===== config.mk =====
export PLATFORM = sky130hd
export DESIGN_NAME = adc_txemu
export DESIGN_NICKNAME = d
export VERILOG_FILES = /design/src/rtl/adc_txemu_pkg.sv /design/src/rtl/adc_txemu_adc1xmt.sv /design/src/rtl/adc_txemu.sv
export SDC_FILE = /design/constraint.sdc
export NUM_CORES = 1
export LEC_CHECK = 0
export CAP_MARGIN = 20
export CORE_ASPECT_RATIO = 0.9
export CORE_MARGIN = 5
export CORE_UTILIZATION = 27
export DETAILED_ROUTE_END_ITERATION = 8
export PLACE_DENSITY = 0.55
export SLEW_MARGIN = 40
export SYNTH_ARGS = -nofsm -noshare
export SYNTH_HDL_FRONTEND = slang
export SYNTH_HIERARCHICAL = 1
export SYNTH_SLANG_ARGS = --single-unit

===== constraint.sdc =====
create_clock -name CLK -period 3 [get_ports CLK]
set_input_delay 0.6 -clock CLK [delete_from_list [all_inputs] [get_ports CLK]]
set_output_delay 0.6 -clock CLK [all_outputs]
set_load 0.03 [all_outputs]

===== src/rtl/adc_txemu_pkg.sv =====
// Shared constants and helpers for the ADC transmit emulator: word geometry,
// pattern-generator mode codes, frame shape and the PRBS feedback polynomial.
package adc_txemu_pkg;

  localparam int NBITS     = 12;
  localparam int LANE_BITS = 6;

  typedef enum logic [3:0] {
    MODE_EXT    = 4'd0,
    MODE_FIXED  = 4'd1,
    MODE_RAMP   = 4'd2,
    MODE_ALT    = 4'd3,
    MODE_DESKEW = 4'd4,
    MODE_PRBS   = 4'd5
  } mode_e;

  // Frame bits in transmit order r0 f0 r1 f1 r2 f2.
  localparam logic [5:0]       FRAME_PAT = 6'b111000;
  localparam logic [NBITS-1:0] PAT_AAA   = 12'hAAA;
  localparam logic [NBITS-1:0] PAT_555   = 12'h555;
  localparam logic [NBITS-1:0] PAT_FC0   = 12'hFC0;

  // Fibonacci LFSR for x^12 + x^11 + x^10 + x^4 + 1.
  function automatic logic [NBITS-1:0] lfsr_next(input logic [NBITS-1:0] q);
    return {q[10:0], q[11] ^ q[10] ^ q[9] ^ q[3]};
  endfunction

  function automatic logic [2:0] slip_clamp(input logic [2:0] s);
    return (s > 3'd5) ? 3'd5 : s;
  endfunction

endpackage


===== src/rtl/adc_txemu_adc1xmt.sv =====
// One channel's two-lane serializer: picks the current bit pair of each 6-bit lane
// (MSB first) and delays each lane's bit stream by 0..5 bits through a short history.
module adc_txemu_adc1xmt
  import adc_txemu_pkg::*;
(
  input  logic             CLK,
  input  logic             reset_n,
  input  logic             emit,
  input  logic [1:0]       pair_sel,
  input  logic [NBITS-1:0] word,
  input  logic [2:0]       slip,
  output logic [1:0]       dout_r,
  output logic [1:0]       dout_f
);

  logic [1:0][4:0] hist_p1;
  logic [1:0][6:0] seq_p0;
  logic [1:0][1:0] pair_p0;

  always_comb begin
    pair_p0 = '0;
    seq_p0  = '0;
    for (int l = 0; l < 2; l++) begin
      case (pair_sel)
        2'd0:    pair_p0[l] = word[l*LANE_BITS+4 +: 2];
        2'd1:    pair_p0[l] = word[l*LANE_BITS+2 +: 2];
        default: pair_p0[l] = word[l*LANE_BITS   +: 2];
      endcase
      if (!emit) pair_p0[l] = 2'b00;
      // seq bit k is the lane bit sent k bit-times before the current falling bit.
      seq_p0[l] = {hist_p1[l], pair_p0[l]};
    end
  end

  // ---- stage p1: history and registered lane outputs ----
  always_ff @(posedge CLK or negedge reset_n) begin
    if (!reset_n) begin
      hist_p1 <= '0;
      dout_r  <= '0;
      dout_f  <= '0;
    end else begin
      for (int l = 0; l < 2; l++) begin
        hist_p1[l] <= seq_p0[l][4:0];
        dout_r[l]  <= seq_p0[l][slip + 3'd1];
        dout_f[l]  <= seq_p0[l][slip];
      end
    end
  end

endmodule


===== src/rtl/adc_txemu.sv =====
// Transmit-side emulator for a 4-channel, 12-bit, two-lane DDR ADC: builds sample words
// from external data or test patterns and serializes them into bit pairs plus frame.
module adc_txemu
  import adc_txemu_pkg::*;
#(
  parameter int          NCH       = 4,
  parameter logic [11:0] PRBS_SEED = 12'hFFF
) (
  input  logic                 CLK,
  input  logic                 reset_n,
  input  logic                 enb,
  input  logic [3:0]           mode,
  input  logic [11:0]          pattern,
  input  logic [2:0]           slip,
  input  logic [NCH*NBITS-1:0] din,
  input  logic                 din_valid,
  output logic                 din_ready,
  output logic [2*NCH-1:0]     dout_r,
  output logic [2*NCH-1:0]     dout_f,
  output logic                 fr_r,
  output logic                 fr_f,
  output logic [15:0]          undr_cnt,
  input  logic                 cnt_clr
);

  function automatic logic [15:0] sat_inc(input logic [15:0] v);
    return (v == 16'hFFFF) ? v : v + 16'd1;
  endfunction

  mode_e                mode_sel;
  logic [1:0]           phase_p0;
  logic [NCH*NBITS-1:0] word_p0;
  logic                 vld_p0;
  logic [NBITS-1:0]     ramp_p0;
  logic [NBITS-1:0]     lfsr_p0;
  logic                 alt_p0;
  logic [2:0]           slip_p0;
  logic [15:0]          undr_cnt_p0;
  logic                 load;
  logic                 underrun;
  logic                 emit;
  logic [1:0]           pair_sel;
  logic [1:0]           frame_pair;
  logic [NCH*NBITS-1:0] next_word;

  assign mode_sel  = mode_e'(mode);
  assign load      = enb && (phase_p0 == 2'd0);
  assign din_ready = load && (mode_sel == MODE_EXT);
  assign underrun  = din_ready && !din_valid;
  assign undr_cnt  = undr_cnt_p0;
  // Output lags the word register by one edge, so phase 1 emits pair 0.
  assign pair_sel  = (phase_p0 == 2'd0) ? 2'd2 : phase_p0 - 2'd1;
  assign emit      = enb && vld_p0;

  always_comb begin
    next_word = '0;
    case (mode_sel)
      MODE_EXT:    next_word = din_valid ? din : word_p0;
      MODE_FIXED:  next_word = {NCH{pattern}};
      MODE_RAMP:   for (int k = 0; k < NCH; k++) next_word[k*NBITS +: NBITS] = ramp_p0 + NBITS'(k);
      MODE_ALT:    next_word = {NCH{alt_p0 ? PAT_555 : PAT_AAA}};
      MODE_DESKEW: next_word = {NCH{PAT_FC0}};
      MODE_PRBS:   next_word = {NCH{lfsr_p0}};
      default:     next_word = '0;
    endcase
  end

  always_comb begin
    case (pair_sel)
      2'd0:    frame_pair = FRAME_PAT[5:4];
      2'd1:    frame_pair = FRAME_PAT[3:2];
      default: frame_pair = FRAME_PAT[1:0];
    endcase
  end

  // ---- stage p0: phase, word load, generators, underrun counter, frame ----
  always_ff @(posedge CLK or negedge reset_n) begin
    if (!reset_n) begin
      phase_p0    <= 2'd0;
      word_p0     <= '0;
      vld_p0      <= 1'b0;
      ramp_p0     <= '0;
      lfsr_p0     <= PRBS_SEED;
      alt_p0      <= 1'b0;
      slip_p0     <= 3'd0;
      undr_cnt_p0 <= 16'd0;
      fr_r        <= 1'b0;
      fr_f        <= 1'b0;
    end else begin
      if (!enb) begin
        phase_p0 <= 2'd0;
        vld_p0   <= 1'b0;
        alt_p0   <= 1'b0;
      end else begin
        phase_p0 <= (phase_p0 == 2'd2) ? 2'd0 : phase_p0 + 2'd1;
      end
      if (load) begin
        word_p0 <= next_word;
        vld_p0  <= 1'b1;
        slip_p0 <= slip_clamp(slip);
        if (mode_sel == MODE_RAMP) ramp_p0 <= ramp_p0 + 12'd1;
        if (mode_sel == MODE_ALT)  alt_p0  <= !alt_p0;
        if (mode_sel == MODE_PRBS) lfsr_p0 <= lfsr_next(lfsr_p0);
      end
      if (cnt_clr)       undr_cnt_p0 <= 16'd0;
      else if (underrun) undr_cnt_p0 <= sat_inc(undr_cnt_p0);
      {fr_r, fr_f} <= emit ? frame_pair : 2'b00;
    end
  end

  // ---- stage p1: per-channel serializers ----
  for (genvar k = 0; k < NCH; k++) begin : g_ch
    adc_txemu_adc1xmt u_ch (
      .CLK      (CLK),
      .reset_n  (reset_n),
      .emit     (emit),
      .pair_sel (pair_sel),
      .word     (word_p0[k*NBITS +: NBITS]),
      .slip     (slip_p0),
      .dout_r   (dout_r[2*k +: 2]),
      .dout_f   (dout_f[2*k +: 2])
    );
  end

endmodule


==> flow_metrics.py, run 1 <==
metrics = {
    "timing": {
        "finalHoldViolations": 0,
        "fin_skew_ns": 0.01105,
        "setup-tns-final_ns": 0,
        "fmax_mhz": 357.4,
        "drv_slew": 0,
        "rsz0062_at_grt": "no",
        "setup_viol": 0,
        "period_minus_slack_ns": 2.798,
        "worst_pin_slew_ns": 0.7137,
        "min_period_over_period": 0.9327,
        "slew_headroom": 0.5242,
        "fin_ws_ns": 0.2019,
    },
    "clocking": {
        "cts-root-buf": "clkbuf_16",
        "postCtsSetupBuffers": 0,
        "post_cts_resized": 0,
        "cts_buffers": 17,
        "cts_hold_buf": 0,
        "clockBufferDepth": 2,
        "cts_tree": "built",
        "clock-sinks": 153,
        "clkSlewWorstSetupHoldPaths_ns": 0.07,
        "htree_levels": 4,
        "clock_latency_ns": 0.42,
    },
    "global_route": {
        "grt_start_max_net_pins": 53,
        "grt_use_total": 0.1480,
        "grt_overflow": 0,
        "antenna_found_initial": 0,
        "grt_pass1_vias": 7015,
        "grt_pass1_wl_microns": 41060,
    },
    "detailed_routing": {
        "drtIter0Drc": 535,
        "drt_wl_total_microns": 26290,
        "drc": 0,
        "vias": 6998,
        "via_per_inst": 5.038,
        "ant_nets": 0,
        "dr.pass1.iters": 6,
        "route.detailed.wl_per_inst_microns": 18.93,
    },
    "critical_path": {
        "worst_setup_path_start_kind": "input port",
        "crit_arrival_ns": 2.20,
        "critPathMaxFanout": 4,
        "cp-end-kind": "primary output",
        "crit_type": "input port to primary output",
        "crit_required_ns": 2.40,
    },
    "synth": {
        "synth.avg_cell_area_sq_um": 10.13,
        "synth_top_cell_area_share": 0.4116,
        "synthDistinctLibCells": 59,
        "synth_edf_count": 0,
        "synth_fp_nets": 930,
        "synth_area_sq_um": 8572,
        "async_flop_share": 1.000,
        "yosys.area.top_type": "dfrtp_1",
        "synthCells": 846,
        "synth_seq_cells": 153,
        "ys_top_cells_by_area": "dfrtp_1, xnor2_1, mux2_2",
        "ys_seq_area_frac": 0.4484,
        "yosys_warnings": 6,
        "synth-main-ff-cell": "dfrtp_1",
    },
    "die": {
        "dieArea_sq_um": 35420,
        "num_io_pins": 107,
        "die_y_microns": 179.0,
        "std_cell_rows": 61,
        "start_util": 0.2753,
        "coreArea_sq_um": 31140,
        "fp.dieW_microns": 197.8,
    },
    "power": {
        "max-vdd-ir-drop_uv": 314.7,
        "power_density_nw_per_um2": 568.3,
        "power.leakage_nw": 4.613,
    },
    "layout": {
        "layout.nets": 1051,
        "drive_gt1_frac": 0.1643,
        "synthToLayoutAreaGrowth_pct": 27.10,
        "final_core_util": 0.3499,
        "antenna_cells": 0,
    },
    "placement": {
        "place.port_buffers": 106,
        "gp_congestion": 0.8989,
        "hpwl_microns": 19790,
        "pre_cts_ws_ns": 0.1091,
    },
    "worst_hold_path": {
        "hold_path.class": "input port to async pin",
    },
    "job": {
        "max_cap_viol_count": 0,
    },
    "status": {
        "status": "finished clean",
    },
}
[through the flow]
step / area (sq um) / total power, mW / instances / hold slack [ns]
after floorplan: 8572 / 3.425 / 846 / 0.3044
final: 10900 / 6.192 / 1389 / 0.1117
after global placement: 10290 / 4.059 / 1355 / 0.3733
after detailed placement: 10300 / 4.068 / 1356 / 0.3772
after global routing: 10900 / 6.497 / 1389 / 0.1373
after CTS: 10880 / 6.237 / 1388 / 0.1184
[worst paths after layout]
kind | from | endpoint | slack [ns] | depth (start not counted)
hold reg to reg | g_ch[0].u_ch/hist_p1[6] | g_ch[0].u_ch/hist_p1[8] | 0.39 | 0
setup / recovery | mode[2] | din_ready | 0.20 | 5
hold / removal | reset_n | undr_cnt[6] | 0.11 | 1
setup reg to reg | ramp_p0[2] | word_p0[15] | 0.77 | 6
max in group asynchronous | reset_n | lfsr_p0[6] | 2.13 | 2
min in group CLK | g_ch[0].u_ch/hist_p1[6] | g_ch[0].u_ch/hist_p1[8] | 0.39 | 0
[cells in the mapped netlist, types with 10 or more instances]
cell	n
and3_1	24
mux2_2	34
a21oi_1	29
nand2_1	62
o211ai_1	16
nand3b_1	12
nand4_1	29
nor2b_1	17
xnor2_1	48
nand2b_1	15
o21ai_0	50
a211o_1	16
nor3b_1	10
a31oi_1	16
clkbuf_1	31
mux2i_1	27
inv_1	12
xor2_1	14
nand3_1	32
ha_1	12
dfrtp_1	141
nor2_1	37
a22o_1	18
dfstp_2	12
[cells in the final DEF (no fill, tap or decap), types with 5 or more instances in the layout]
master,count
dfrtp_1,140
clkdlybuf4s50_1,103
nand2_1,62
o21ai_0,50
xnor2_1,48
buf_4,40
nor2_1,37
mux2_2,34
nand3_1,32
nand4_1,29
a21oi_1,29
mux2i_1,27
and3_1,24
a22o_1,18
nor2b_1,17
clkbuf_16,17
o211ai_1,16
a211o_1,16
a31oi_1,16
nand2b_1,15
xor2_1,14
inv_1,12
nand3b_1,12
ha_1,12
dfstp_2,12
nor3b_1,10
nor3_1,9
a221oi_1,9
a22oi_1,8
a211o_2,8
or2b_2,8
and2b_2,8
mux2_1,8
nor4_1,7
a221o_1,7
a211oi_1,7
buf_12,5
[final cells by class]
type / count / area (sq um)
Fill cell: 3180 / 20240
Sequential cell: 153 / 3845
Clock inverter: 13 / 142.6
Tap cell: 409 / 511.7
Timing Repair Buffer: 152 / 1464
Clock buffer: 19 / 442.9
Inverter: 12 / 45.04
Multi-Input combinational cell: 631 / 4444
[logic make-up (layout without fill, tap and decap cells)]
kind of cell | Yosys count | after routing | share of synthesized area
xor gates and xnor gates | 62 | 62 | 0.06335
DFF | 153 | 153 | 0.4484
muxes | 69 | 69 | 0.08670
and+or+nand+nor | 294 | 294 | 0.1930
adders and majority gates | 12 | 12 | 0.01752
buffers and inverters | 62 | 196 | 0.03576
AOI/OAI and AO/OA | 194 | 194 | 0.1553
[registers in the layout, summed over array words and instances (netlist names), 2 cells and up]
| signal | cells |
|---|---|
| lfsr_p0 | 12 |
| g_ch.u_ch/dout_f | 8 |
| ramp_p0 | 12 |
| g_ch.u_ch/hist_p1 | 40 |
| g_ch.u_ch/dout_r | 8 |
| word_p0 | 48 |
| slip_p0 | 3 |
| undr_cnt | 16 |
| phase_p0 | 2 |
[routing by layer]
layer	track usage	wire length [microns]	vias up	share of wire
met5	0	0	-	0
met4	0.02524	181	0	0.0069
met3	0.02931	1090	18	0.041
met1	0.2162	13030	3442	0.50
met2	0.2308	11990	177	0.46
li1	-	-	3361	-
[critical path, stage by stage]
cell and delay (ns):
clkdlybuf4s50_1 0.46, or4_4 0.52, buf_4 0.17, nor2_1 0.28, buf_12 0.17
[where the power goes]
part | switching, mW | total (mW) | internal (mW)
clock network | 0.891 | 2.15 | 1.25
registers | 0.200 | 2.45 | 2.25
logic | 0.902 | 1.60 | 0.694
Note: power is estimated with default switching activity, not from simulation.
==> run 2: changes to the inputs <==
--- a/config.mk
+++ b/config.mk
@@ -5,12 +5,15 @@
 export SDC_FILE = /design/constraint.sdc
 export NUM_CORES = 1
 export LEC_CHECK = 0
+export ABC_AREA = 1
 export CAP_MARGIN = 20
 export CORE_ASPECT_RATIO = 0.9
 export CORE_MARGIN = 5
 export CORE_UTILIZATION = 27
+export CTS_CLUSTER_DIAMETER = 30
 export DETAILED_ROUTE_END_ITERATION = 8
-export PLACE_DENSITY = 0.55
+export GPL_ROUTABILITY_DRIVEN = 0
+export PLACE_DENSITY = 0.54
 export SLEW_MARGIN = 40
 export SYNTH_ARGS = -nofsm -noshare
 export SYNTH_HDL_FRONTEND = slang
==> run 2 against run 1 <==
Net effect:
- die area increased by 5.1%
- core utilization shrank 1.2 points
- count of clock-buffer cells in the layout down 2
- critical path depth unchanged
- synthesized cell count is 48% higher
- via count up 22%
- synthesized area increased by 5.4%
- combinational power grew 26%
- non-clock buffer count fell by 23
- largest cell class unchanged
- maximum frequency increased by 11%
==> flow_metrics.py, run 2 <==
metrics = {
    "synth": {
        "yosys_warnings": 6,
        "yosys.area.top_type": "dfrtp_1",
        "synth-main-ff-cell": "dfrtp_1",
        "synth_fp_nets": 1336,
        "synth_edf_count": 0,
        "synth_seq_cells": 153,
        "synthDistinctLibCells": 36,
        "synthCells": 1252,
        "ys_seq_area_frac": 0.4254,
        "synth_area_sq_um": 9035,
        "synth_top_cell_area_share": 0.3905,
        "async_flop_share": 1.000,
        "yosys-top-cells-count": "nand2_1, nand3_1, dfrtp_1",
        "synth.avg_cell_area_sq_um": 7.216,
        "ys_top_cells_by_area": "dfrtp_1, nand2_1, nand3_1",
        "synthMostInstantiatedCell": "nand2_1",
    },
    "worst_hold_path": {
        "hold_path.class": "input port to async pin",
    },
    "timing": {
        "fmax_mhz": 396.1,
        "period_minus_slack_ns": 2.525,
        "rsz0062_at_grt": "no",
        "worst_pin_slew_ns": 0.6900,
        "setup-tns-final_ns": 0,
        "slew_headroom": 0.5400,
        "setup_viol": 0,
        "finalHoldViolations": 0,
        "drv_slew": 0,
        "fin_skew_ns": 0.008240,
        "min_period_over_period": 0.8416,
    },
    "detailed_routing": {
        "vias": 8511,
        "via_per_inst": 4.749,
        "drt_wl_total_microns": 28220,
        "dr.pass1.iters": 5,
        "drtIter0Drc": 613,
        "routed.top_layer": "met4",
        "m1WireLength_microns": 13120,
        "route.detailed.wl_per_inst_microns": 15.75,
        "drc": 0,
        "ant_nets": 0,
        "wl_met2_microns": 13290,
        "dr_wl_met3_microns": 1333,
    },
    "critical_path": {
        "rrSetupSlack_ns": 0.96,
        "reg2reg_from": "ramp_p0[2]",
        "crit_required_ns": 2.40,
        "crit_arrival_ns": 1.92,
        "crit_type": "input port to primary output",
        "crit_chain": "clkdlybuf4s50_1, nor2_4, nand2_4, nor2_4, buf_12",
        "crit_path_frequent_cell": "nor2_4",
        "path_delay_family": "simple AND/OR/NAND/NOR gates",
        "max_stage_delay_ns": 0.49,
        "worst_setup_path_start_kind": "input port",
        "path_buf_inv": 2,
        "reg2reg_to": "word_p0[45]",
        "critPathMaxFanout": 15,
        "crit_path_top_delay_cell": "clkdlybuf4s50_1",
        "cp-end-kind": "primary output",
        "r2r_cells": 10,
    },
    "clocking": {
        "htree_levels": 4,
        "cts_hold_buf": 0,
        "clkSlewWorstSetupHoldPaths_ns": 0.06,
        "clockBufferDepth": 2,
        "clock_latency_ns": 0.43,
        "cts_buffers": 17,
        "cts-root-buf": "clkbuf_16",
        "postCtsSetupBuffers": 0,
        "cts_tree": "built",
        "post_cts_resized": 0,
        "clock-sinks": 153,
    },
    "power": {
        "power_density_nw_per_um2": 621.1,
        "power.leakage_nw": 5.493,
        "max-vdd-ir-drop_uv": 366.5,
        "finalPower_mw": 6.929,
    },
    "placement": {
        "hpwl_microns": 21510,
        "place.port_buffers": 106,
    },
    "global_route": {
        "antenna_found_initial": 0,
        "grt_pass1_vias": 8167,
        "grt_start_max_net_pins": 63,
        "grt_use_total": 0.1525,
        "grt_pass1_wl_microns": 45050,
        "grt_overflow": 0,
    },
    "layout": {
        "layout.nets": 1441,
        "fillers": 3474,
        "layout_commonest_cell": "nand2_1",
        "largest_register_ffs": 48,
        "final_core_util": 0.3378,
        "synthToLayoutAreaGrowth_pct": 23.49,
        "final_cell_mix": "nand2_1, nand3_1, dfrtp_1",
        "drive_gt1_frac": 0.09562,
        "antenna_cells": 0,
        "regMostFlops": "word_p0",
    },
    "job": {
        "max_cap_viol_count": 0,
    },
    "status": {
        "status": "finished clean",
    },
    "die": {
        "fp.dieW_microns": 202.8,
        "dieArea_sq_um": 37230,
        "std_cell_rows": 63,
        "num_io_pins": 107,
        "start_util": 0.2736,
        "coreArea_sq_um": 33030,
        "die_y_microns": 183.5,
    },
}
## run 2: changes by cell type in the layout (fill, tap and decap cells not counted), moves of 17 or more
cell and change:
nand2_1 +394, a22o_1 -17, o21ai_0 +33, mux2i_1 -26
inv_1 +80, mux2_2 -34, nor2_1 +60, nand3_1 +143
nor2b_1 -17, xnor2_1 -42, buf_4 -19, and3_1 -23
## run 2: per-layer routing
metal | GRT usage | up-vias
met5 | 0 | -
met4 | 0.04073 | 0
met3 | 0.02611 | 31
met2 | 0.2496 | 207
met1 | 0.2100 | 4012
li1 | - | 4261
## run 2: cell families (layout without fill, tap and decap cells)
| group | count (synthesis) | in the layout | share of synthesized area |
|---|---|---|---|
| and+or+nand+nor | 794 | 794 | 0.3872 |
| xor gates and xnor gates | 14 | 14 | 0.01357 |
| AOI/OAI and AO/OA | 133 | 133 | 0.08378 |
| muxes | 1 | 1 | 0.001108 |
| buffers and inverters | 145 | 263 | 0.07229 |
| DFF | 153 | 153 | 0.4254 |
| adders and majority gates | 12 | 12 | 0.01662 |
## run 2: worst max path at each step
stage | startpoint | to | slack, ns | cells past startpoint
after global routing | mode[3] | din_ready | 0.39 | 5
after CTS | mode[3] | din_ready | 0.48 | 5
after detailed placement | mode[3] | word_p0[36] | 0.28 | 11
after floorplan | phase_p0[0] | g_ch[0].u_ch/dout_r[1] | 1.13 | 10
after global placement | mode[3] | word_p0[12] | 0.31 | 11
final | mode[3] | din_ready | 0.48 | 5
## run 2: per-stage QoR
stage	hold slack, ns	setup slack [ns]	instance area, sq um	std cells
floorplan	0.3044	1.128	9035	1252
global placement	0.3778	0.3073	10570	1760
detailed placement	0.3786	0.2797	10570	1760
CTS	0.1788	0.4774	11160	1792
global route	0.2043	0.3885	11160	1792
finish	0.1587	0.4752	11160	1792
## run 2: power by group
part           internal [mW]  switching (mW)
Combinational          0.721            1.30
Clock                   1.18           0.994
Sequential              2.41           0.327
## run 2: cell type report
| cell class | instances | area, sq um | area share |
|---|---|---|---|
| clock inverter | 15 | 160.2 | 0.01435 |
| sequential | 153 | 3845 | 0.3446 |
| multi-input combinational | 954 | 4546 | 0.4074 |
| inverter | 102 | 382.9 | 0.03432 |
| timing repair buffer | 129 | 1270 | 0.1138 |
| clock buffer | 17 | 425.4 | 0.03813 |
| tap | 422 | 528.0 | 0.04733 |
